--- config.mk ---
export PLATFORM = sky130hd
export DESIGN_NAME = ps2_key_decoder
export DESIGN_NICKNAME = d
export VERILOG_FILES = /design/src/rtl/ps2_key_decoder.sv
export SDC_FILE = /design/constraint.sdc
export NUM_CORES = 1
export LEC_CHECK = 0
export CAP_MARGIN = 20
export CORE_AREA = 2 2 118 63
export DETAILED_ROUTE_END_ITERATION = 10
export DIE_AREA = 0 0 120 65
export PLACE_DENSITY_LB_ADDON = 0.05
export SYNTH_ARGS = -nofsm -noshare
export SYNTH_HDL_FRONTEND = slang
export SYNTH_SLANG_ARGS = --single-unit
export TNS_END_PERCENT = 5
--- constraint.sdc ---
create_clock -name CLK -period 3.4 [get_ports CLK]
set_clock_uncertainty 0.15 [all_clocks]
set_input_delay 0.51 -clock CLK [delete_from_list [all_inputs] [get_ports CLK]]
set_output_delay 0.51 -clock CLK [all_outputs]
set_load 0.005 [all_outputs]
--- src/rtl/ps2_key_decoder.sv ---
// ps2_key_decoder: PS/2 Set-2 frame receiver and game-key decoder with level outputs
module ps2_key_decoder #(
    parameter int TIMEOUT_CYCLES = 50000
) (
    input  logic       CLK,
    input  logic       RST,
    input  logic       PS2_CLK,
    input  logic       PS2_DATA,
    output logic       UP,
    output logic       DOWN,
    output logic       LEFT,
    output logic       RIGHT,
    output logic       Escape,
    output logic       Start,
    output logic       Pause,
    output logic       Resume,
    output logic [7:0] SCAN_CODE,
    output logic       SCAN_VALID,
    output logic       FRAME_ERR
);
    typedef enum logic [1:0] {IDLE, DATA, PARITY, STOP} state_t;

    localparam logic [19:0] TMO = 20'(TIMEOUT_CYCLES);

    state_t      state_q, state_d;
    logic [2:0]  pclk_q, pclk_d;
    logic [1:0]  pdat_q, pdat_d;
    logic [7:0]  shift_q, shift_d;
    logic [3:0]  cnt_q, cnt_d;
    logic        par_q, par_d;
    logic [19:0] tmo_q, tmo_d;
    logic        ext_q, ext_d;
    logic        brk_q, brk_d;
    logic [7:0]  keys_q, keys_d;
    logic [7:0]  code_q, code_d;
    logic        valid_q, valid_d;
    logic        err_q, err_d;
    logic        fall, din, frame_ok, frame_bad;
    logic [7:0]  hit;

    assign fall = pclk_q[2] & ~pclk_q[1];
    assign din  = pdat_q[1];

    // key bit order: UP, DOWN, LEFT, RIGHT, Escape, Start, Pause, Resume
    assign hit[0] =  ext_q && shift_q == 8'h75;
    assign hit[1] =  ext_q && shift_q == 8'h72;
    assign hit[2] =  ext_q && shift_q == 8'h6B;
    assign hit[3] =  ext_q && shift_q == 8'h74;
    assign hit[4] = !ext_q && shift_q == 8'h76;
    assign hit[5] = !ext_q && shift_q == 8'h5A;
    assign hit[6] = !ext_q && shift_q == 8'h4D;
    assign hit[7] = !ext_q && shift_q == 8'h2D;

    assign {Resume, Pause, Start, Escape, RIGHT, LEFT, DOWN, UP} = keys_q;
    assign SCAN_CODE  = code_q;
    assign SCAN_VALID = valid_q;
    assign FRAME_ERR  = err_q;

    // Synchroniser shift, frame FSM with timeout, and byte decode on stop-bit edge
    always_comb begin
        pclk_d    = {pclk_q[1:0], PS2_CLK};
        pdat_d    = {pdat_q[0], PS2_DATA};
        state_d   = state_q;
        shift_d   = shift_q;
        cnt_d     = cnt_q;
        par_d     = par_q;
        ext_d     = ext_q;
        brk_d     = brk_q;
        keys_d    = keys_q;
        code_d    = code_q;
        valid_d   = 1'b0;
        err_d     = 1'b0;
        frame_ok  = 1'b0;
        frame_bad = 1'b0;
        tmo_d     = (state_q == IDLE || fall) ? '0 : (&tmo_q ? tmo_q : tmo_q + 20'd1);
        if (fall) begin
            case (state_q)
                IDLE: begin
                    state_d = din ? IDLE : DATA;
                    cnt_d   = din ? cnt_q : 4'd0;
                end
                DATA: begin
                    shift_d = {din, shift_q[7:1]};
                    cnt_d   = cnt_q + 4'd1;
                    state_d = (cnt_q == 4'd7) ? PARITY : DATA;
                end
                PARITY: begin
                    par_d   = din;
                    state_d = STOP;
                end
                STOP: begin
                    state_d   = IDLE;
                    frame_ok  = din && ^{shift_q, par_q};
                    frame_bad = !(din && ^{shift_q, par_q});
                end
                default: state_d = IDLE;
            endcase
        end else if (state_q != IDLE && tmo_q == TMO) begin
            state_d   = IDLE;
            shift_d   = '0;
            cnt_d     = '0;
            frame_bad = 1'b1;
        end
        if (frame_ok) begin
            code_d  = shift_q;
            valid_d = 1'b1;
            ext_d   = (shift_q == 8'hE0) ? 1'b1 : ((shift_q == 8'hF0) ? ext_q : 1'b0);
            brk_d   = (shift_q == 8'hF0) ? 1'b1 : ((shift_q == 8'hE0) ? brk_q : 1'b0);
            keys_d  = (shift_q == 8'hE0 || shift_q == 8'hF0) ? keys_q
                    : (brk_q ? (keys_q & ~hit) : (keys_q | hit));
        end
        if (frame_bad) begin
            err_d = 1'b1;
            ext_d = 1'b0;
            brk_d = 1'b0;
        end
    end

    // State register; synchroniser resets to the PS/2 idle level
    always_ff @(posedge CLK) begin
        if (RST) begin
            state_q <= IDLE;
            pclk_q  <= '1;
            pdat_q  <= '1;
            shift_q <= '0;
            cnt_q   <= '0;
            par_q   <= 1'b0;
            tmo_q   <= '0;
            ext_q   <= 1'b0;
            brk_q   <= 1'b0;
            keys_q  <= '0;
            code_q  <= '0;
            valid_q <= 1'b0;
            err_q   <= 1'b0;
        end else begin
            state_q <= state_d;
            pclk_q  <= pclk_d;
            pdat_q  <= pdat_d;
            shift_q <= shift_d;
            cnt_q   <= cnt_d;
            par_q   <= par_d;
            tmo_q   <= tmo_d;
            ext_q   <= ext_d;
            brk_q   <= brk_d;
            keys_q  <= keys_d;
            code_q  <= code_d;
            valid_q <= valid_d;
            err_q   <= err_d;
        end
    end
endmodule

== Word-level counts from Yosys, hierarchy flattened ==
Cells that the tools add are included.

* Input port bits: 4
* Output and inout port bits: 18
* Flip-flop bits (word level): 60
* Logic and storage cells: 92

* Mux-type cells: 24
* Equality and inequality tests: 20
* Bitwise operators: 6
* Reductions and logical operators: 27
* Add/subtract/negate cells: 2

{| class="wikitable"
|+ Operators by type and width
! kind !! number
|-
| equality test 8 x 7 -> 1 bit, second input constant || 7
|-
| two-way mux 8 bit || 4
|-
| adder 20 x 1 -> 20 bit, second input constant || 1
|-
| equality test 20 x 16 -> 1 bit, second input constant || 1
|-
| AND reduction 20 bit || 1
|-
| equality test 8 bit, second input constant || 2
|-
| two-way mux 1 bit || 12
|-
| two-way mux 4 bit || 3
|-
| logical AND 1 bit || 10
|-
| AND reduction 2 bit || 5
|-
| parity 9 bit || 1
|-
| AND 8 bit || 1
|-
| equality test 8 x 6 -> 1 bit, second input constant || 1
|-
| NOT 8 bit || 1
|-
| bitwise OR 8 bit || 1
|-
| case mux 2 bit (4 select lines) || 1
|-
| case mux 4 bit (2 select lines) || 1
|-
| two-way mux 2 bit || 3
|-
| adder 4 x 1 -> 4 bit, second input constant || 1
|-
| equality test 2 bit, second input constant || 2
|-
| equality test 4 x 3 -> 1 bit, second input constant || 1
|-
| != test 2 x 1 -> 1 bit, second input constant || 2
|-
| nonzero test 2 bit || 2
|-
| OR reduction 2 bit || 2
|-
| other kinds (10) || 13
|}

== Logic depth before layout (Yosys ltp) ==
Gate-level depths: netlist (run 1).

* Word-level depth: 6
* Mapped depth: 8
* Gate-level depth less buffers: 7

== Worst setup path after synthesis (run 1) ==
OpenSTA, ideal clock, no wires.

* Path type: register -> register
* Start: reg shift_q[4]
* End: reg with a tool-made name
* Buffers on the path: 1
* Required time: 3.125 ns
* Library setup time: 0.125 ns
* Arrival time: 1.925 ns
* Slack: 1.200 ns
* Period minus slack after synthesis: 2.200 ns
* Cell stages (with the launch flop): 7
* Cells stage by stage: dfxtp_1 -> buf_6 -> xnor2_1 -> xnor3_2 -> xor2_2 -> or4_4 -> mux2i_1

{| class="wikitable"
|+ RTL lines
! element !! RTL line !! RTL
|-
| start, declared || 28 || <nowiki>logic [7:0] shift_q, shift_d;</nowiki>
|-
| start signal, assigned || 139 || <nowiki>shift_q <= shift_d;</nowiki>
|}

== Worst setup path after layout (run 1) ==
* Start: reg shift_q[4]
* End: reg brk_q

* Longest elaborated chain between the ends: 6
* Elaborated cells on any way between the ends: 13
* Classes of those cells: eq/ne (3); mux (5); reduce/logical (5)

{| class="wikitable"
|+ Ends and longest elaborated chain
! element !! RTL line !! RTL
|-
| parity 9 bit || 93, 94 ||
|-
| logical AND 1 bit || 93, 94 ||
|-
| logical NOT 1 bit || 94 || <nowiki>frame_bad = !(din && ^{shift_q, par_q});</nowiki>
|-
| two-way mux 1 bit || 77 || <nowiki>case (state_q)</nowiki>
|-
| two-way mux 1 bit || 76 || <nowiki>if (fall) begin</nowiki>
|-
| OR reduction 2 bit (no line) || n/a ||
|-
| end signal, assigned || 144 || <nowiki>brk_q <= brk_d;</nowiki>
|-
| end, declared || 33 || <nowiki>logic brk_q, brk_d;</nowiki>
|}

Several ways; a longest one is shown, not always the timed one.
A chain may end at the register's enable or synchronous reset.

==> impl_metrics.yaml, run 1 <==
yosys:
  synth.yosys.warnings: 0
  top_ff_cell_synth: "dfxtp_1"
  synth.top_cells.by_count: "dfxtp_1 (60), nand3_1 (31), a21oi_1 (30), nand2_1 (24), nor2_1 (22)"
  ys_top_cells_by_area: "dfxtp_1 (41%), nand3_1 (5.3%), a21oi_1 (5.1%), o21ai_0 (3.2%), mux2i_1 (3.1%)"
  synth_cell_type_count: 53
  yosysTopAreaCellShare_pct: 40.9
  async_flop_share_pct: 0
  synth_most_common_cell: "dfxtp_1"
  cell_area_after_synthesis_mm2: 0.00294
  synthCells: 343
  seq_area_frac_synth_pct: 40.9
  synth_fp_nets: 350
  synth.avg_cell_area_um2: 8.56
  synthDominantAreaCellType: "dfxtp_1"
  synth-seq-cells: 60
  synth-edff-count: 0
sta:
  setup_viol: 0
  total_negative_setup_slacks_ns: 0
  period_needed_ns: 2.69
  worst-slew-pin-transition_ns: 0.889
  ratio_of_final_minimum_period_to_clock_period_pct: 79.1
  final-max-slew-violation-count: 0
  finalWorstSetupSlack_ns: 0.710
  finalHoldViolations: 0
  worst_slew_margin_relative_to_its_limit_pct: 39.8
  setup_repair_after_global_routing_missed_its_margin: "no"
  fmaxAchievable_ghz: 0.372
worst_setup_path:
  start_kind: "register"
  critical-path-slowest-cell: "xnor2_2"
  cp_data_arrival_time_ns: 2.74
  worst_setup_path_end_kind: "register"
  timing.critical_path.max_delay_family: "XOR/XNOR gates"
  r2r-start: "shift_q[4]"
  slowest_delay_ns: 0.58
  timing.rr.end: "brk_q"
  critical_path_cell_count: 5
  worst-r2r-setup-slack_ns: 0.71
  worst_ep_required_time_ns: 3.45
  critical_path.max_fanout: 16
  critical_setup_path_class: "register to register"
  endpoint: "brk_q"
  timing.reg2reg.worst_path_depth: 5
  timing.critical_path.cells: "xnor2_1, xnor3_2, xnor2_2, nand3_1, a2111oi_0"
  critical_path_buffers_and_inverters: 0
  critical_path.startpoint: "shift_q[4]"
routing:
  avgViaCountPerCell: 5.48
  drc_errors: 0
  first_iter_violations: 184
  route.layer.met1.wl_um: 4190
  first_pass_iters: 5
  final_routed_wire_length_divided_by_cell_count_um: 15.7
  wl_met3_um: 470
  highest_routing_layer_actually_used: "met4"
  vias: 2510
  drt-total-wl_um: 7190
  drtAntennaViolNets: 0
  wl_met2_um: 2460
grt:
  grt_pass1_vias: 2242
  globalRouteTotalUtil_pct: 20.5
  gr-total-overflow: 0
  grt_antenna_before_repair: 0
  grt_pass1_wl_um: 12100
  grt_max_degree: 42
placement:
  port_buffers: 21
  routability_cong: 0.849
  post_detailed_placement_half_perimeter_wirelength_um: 5020
  pre_cts_ws_ns: 0.711
clocking:
  clk_path_buf_depth: 2
  worst_setup_hold_path_clk_slew_ns: 0.05
  tritoncts_clock_tree: "yes"
  cts_max_level: 3
  cts_resized: 0
  clock_sink_count: 60
  clkLatencyLatePin_ns: 0.33
  cts.root.buffer_cell: "clkbuf_16"
  numCtsBuffers: 9
  postCtsHoldBufs: 0
  post-cts-setup-buffers: 0
layout:
  area_growth_syn_to_layout_pct: 18.8
  antennaDiodeCount: 0
  final.fill_count: 659
  drive_above_1_share_pct: 9.12
  finalNetCount: 365
worst_hold_path:
  min_path_type: "register to register"
  hold_path_startpoint: "pclk_q[0]"
  min_path_cells: 1
floorplan:
  initial_core_util_pct: 42.5
  core_mm2: 0.00691
  die_w_um: 120
  i_o_pin_cnt: 22
  die-area_mm2: 0.00780
  die-height_um: 65
  placementRows: 22
outcome:
  outcome: "finished clean"
pwr:
  peakVddDrop_mv: 0.212
  p_per_area_mw_per_mm2: 464
  cellLeakagePower_nw: 1.20
flow_run:
  max_cap_viol_count: 0
layout make-up:
cell class,instances,area (um^2),share of cell area [%]
Clock inverter,2,35.0,1.00
Sequential cell,60,1200,34.4
Clock buffer,13,250,7.17
Inverter,7,26.3,0.753
Tap cell,96,120,3.44
Timing Repair Buffer,27,255,7.32
Multi-Input combinational cell,253,1600,45.9
per-stage QoR:
step	hold slack, ns	instance area, um^2	std cells	total power [W]	util, %
floorplan	0.239	2940	343	0.000738	-
finish	0.256	3490	458	0.00162	50.5
CTS	0.257	3490	458	0.00164	50.5
global route	0.269	3490	458	0.00167	50.5
detailed placement	0.245	3200	443	0.000746	46.4
global placement	0.248	3200	443	0.000746	46.4
worst min-delay path by stage:
stage / to / slack (ns)
after CTS: pclk_q[1] / 0.26
after floorplan: pclk_q[1] / 0.24
after global routing: pclk_q[1] / 0.27
after detailed placement: pclk_q[1] / 0.24
after global placement: pdat_q[1] / 0.25
final: pclk_q[1] / 0.26
cells by family (layout without fill, tap and decap cells):
family | count (synthesis) | after routing | synth area share [%]
compound gates | 70 | 70 | 14.2
xor+xnor | 17 | 17 | 6.99
fa+ha+maj | 3 | 3 | 1.28
buf+inv | 30 | 49 | 4.56
flops | 60 | 60 | 40.9
mux | 9 | 9 | 3.07
simple gates | 154 | 154 | 28.9
cell usage in the layout (no fill, tap or decap), drive strengths merged, types with 7 or more instances in the layout:
cell type       n
nand2          24
clkbuf         13
inv             7
clkdlybuf4s50  21
nor3            9
dfxtp          60
nand3          31
nand2b          9
mux2i           9
nor4            9
or2             7
xor2           10
o21ai          19
nor2           22
a21oi          30
and3            8
layer usage:
layer	track usage (%)	vias up
li1	-	1264
met1	33.8	1157
met2	22.4	82
met3	7.39	7
met4	6.32	0
met5	0	-
power by group:
part / leakage (nW) / total [W] / internal, W / switching [W]
logic: 0.576 / 0.0000226 / 0.00000943 / 0.0000132
clock network: 0.140 / 0.000887 / 0.000582 / 0.000306
registers: 0.484 / 0.000709 / 0.000707 / 0.00000208
total: 1.20 / 0.00162 / 0.00130 / 0.000321
Note: power is estimated with default switching activity, not from simulation.
==> run 2, diff against run 1 <==
==> constraint.sdc (replaced) <==
create_clock -name CLK -period 2.46 [get_ports CLK]
set_clock_uncertainty 0.15 [all_clocks]
set_input_delay 0.369 -clock CLK [delete_from_list [all_inputs] [get_ports CLK]]
set_output_delay 0.369 -clock CLK [all_outputs]
set_load 0.005 [all_outputs]
==> run 2 against run 1 <==
Register-to-register slack worse by 0.56 ns; critical path type unchanged; utilization is 1.6 points higher; die area stayed put; setup slack worse by 0.56 ns; highest routed layer unchanged.
==> impl_metrics.yaml, run 2 (synthesis results as in run 1) <==
routing:
  vias: 2550
  first_iter_violations: 286
  drc_errors: 0
  drt-total-wl_um: 7310
  final_routed_wire_length_divided_by_cell_count_um: 15.6
  first_pass_iters: 4
  avgViaCountPerCell: 5.44
  drtAntennaViolNets: 0
sta:
  ratio_of_final_minimum_period_to_clock_period_pct: 93.7
  finalHoldViolations: 0
  worst-slew-pin-transition_ns: 0.543
  worst_slew_margin_relative_to_its_limit_pct: 63.8
  total_negative_setup_slacks_ns: 0
  holdWs_ns: 0.259
  final-max-slew-violation-count: 0
  setup_repair_after_global_routing_missed_its_margin: "no"
  period_needed_ns: 2.31
  finalWorstSetupSlack_ns: 0.155
  setup_viol: 0
  fmaxAchievable_ghz: 0.434
layout:
  most-common-layout-cells: "dfxtp_1 (59), nand3_1 (31), a21oi_1 (30), nand2_1 (24), nor2_1 (22)"
  final.fill_count: 674
  antennaDiodeCount: 0
  finalNetCount: 375
  area_growth_syn_to_layout_pct: 22.7
  layout_commonest_cell: "dfxtp_1"
  drive_above_1_share_pct: 12.9
  post-route-util_pct: 52.1
worst_hold_path:
  min_path_cells: 1
  min_path_type: "register to register"
  holdPathEnd: "pdat_q[1]"
  hold_path_startpoint: "pdat_q[0]"
clocking:
  worst_setup_hold_path_clk_slew_ns: 0.05
  clkLatencyLatePin_ns: 0.33
  clock_sink_count: 60
  numCtsBuffers: 9
  tritoncts_clock_tree: "yes"
  postCtsHoldBufs: 0
  cts_max_level: 3
  cts.root.buffer_cell: "clkbuf_16"
  clk_path_buf_depth: 2
worst_setup_path:
  cp_data_arrival_time_ns: 2.37
  r2r-start: "shift_q[3]"
  critical_setup_path_class: "register to register"
  timing.critical_path.cells: "xnor2_1, xnor3_2, xor2_2, or4_4, mux2i_1"
  critical-path-slowest-cell: "or4_4"
  critical_path.max_fanout: 10
  timing.reg2reg.worst_path_depth: 5
  start_kind: "register"
  worst_setup_path_end_kind: "register"
  slowest_delay_ns: 0.57
  worst_ep_required_time_ns: 2.52
  worst-r2r-setup-slack_ns: 0.15
pwr:
  power.clock.fraction_pct: 56.7
  peakVddDrop_mv: 0.362
  finalPower_w: 0.00234
  switching_share_pct: 19.5
  p_per_area_mw_per_mm2: 649
  internal-power_w: 0.00188
  power.switching_w: 0.000455
  share_comb_of_total_power_pct: 1.4
  cellLeakagePower_nw: 1.27
  fraction_of_power_consumed_by_sequential_logic_pct: 41.9
floorplan:
  initial_core_util_pct: 42.5
  core_mm2: 0.00691
  i_o_pin_cnt: 22
  placementRows: 22
  die-height_um: 65
  die_w_um: 120
  die-area_mm2: 0.00780
grt:
  grt_antenna_before_repair: 0
  grt_max_degree: 41
  grt_pass1_wl_um: 12100
  grt_pass1_vias: 2280
  globalRouteTotalUtil_pct: 20.8
  gr-total-overflow: 0
placement:
  routability_cong: 0.880
  port_buffers: 21
  pre_cts_ws_ns: 0.0926
  post_detailed_placement_half_perimeter_wirelength_um: 5080
flow_run:
  max_cap_viol_count: 0
outcome:
  outcome: "finished clean"
## run 2: power groups by stage
stage	Sequential, W	Clock (W)	Combinational (W)
after floorplan	0.000999	0	0.0000217
after global routing	0.000979	0.00140	0.0000361
final	0.000980	0.00132	0.0000321
after global placement	0.00100	0	0.0000317
after detailed placement	0.00100	0	0.0000323
after CTS	0.000979	0.00135	0.0000324
## run 2: area by class of cell
cell class	count	area [um^2]	area share, %
clock buffers	13	280	7.78
well taps	96	120	3.33
multi-input cells	253	1600	44.4
flip-flops and latches	60	1200	33.4
clock inverters	3	42.5	1.18
repair buffers	37	330	9.17
inverters	7	26.3	0.729
## run 2: worst max path at each step
stage	from	to	slack, ns	cells past startpoint
after floorplan	shift_q[4]	register	0.26	6
after global placement	shift_q[3]	register	0.17	5
after detailed placement	shift_q[3]	register	0.09	5
after CTS	shift_q[3]	register	0.08	5
after global routing	shift_q[3]	register	0.06	5
final	shift_q[3]	register	0.15	5
## run 2: worst max-delay path: cells and delay by family (launching register included)
family	cells	cell delay, ns
mux	1	0.13
flops	1	0.39
xor+xnor	3	0.94
simple gates	1	0.57
## run 2: metrics by stage
step           area, um^2  instances
2_1_floorplan        2940        343
3_3_place_gp         3280        453
3_5_place_dp         3280        453
4_1_cts              3600        469
5_1_grt              3600        469
6_report             3600        469
## run 2: timing repair
action / 4_1_cts / 5_1_grt
resized for setup: 0 / 1
buffers inserted: 0 / 0
setup endpoints to repair: 0 / 1
## run 2: per-layer routing
layer	wire length, um	global-route usage (%)	up-vias
li1	-	-	1287
met1	4250	34.3	1184
met2	2440	22.9	75
met3	577	6.78	4
met4	36	7.06	0
met5	0	0	-
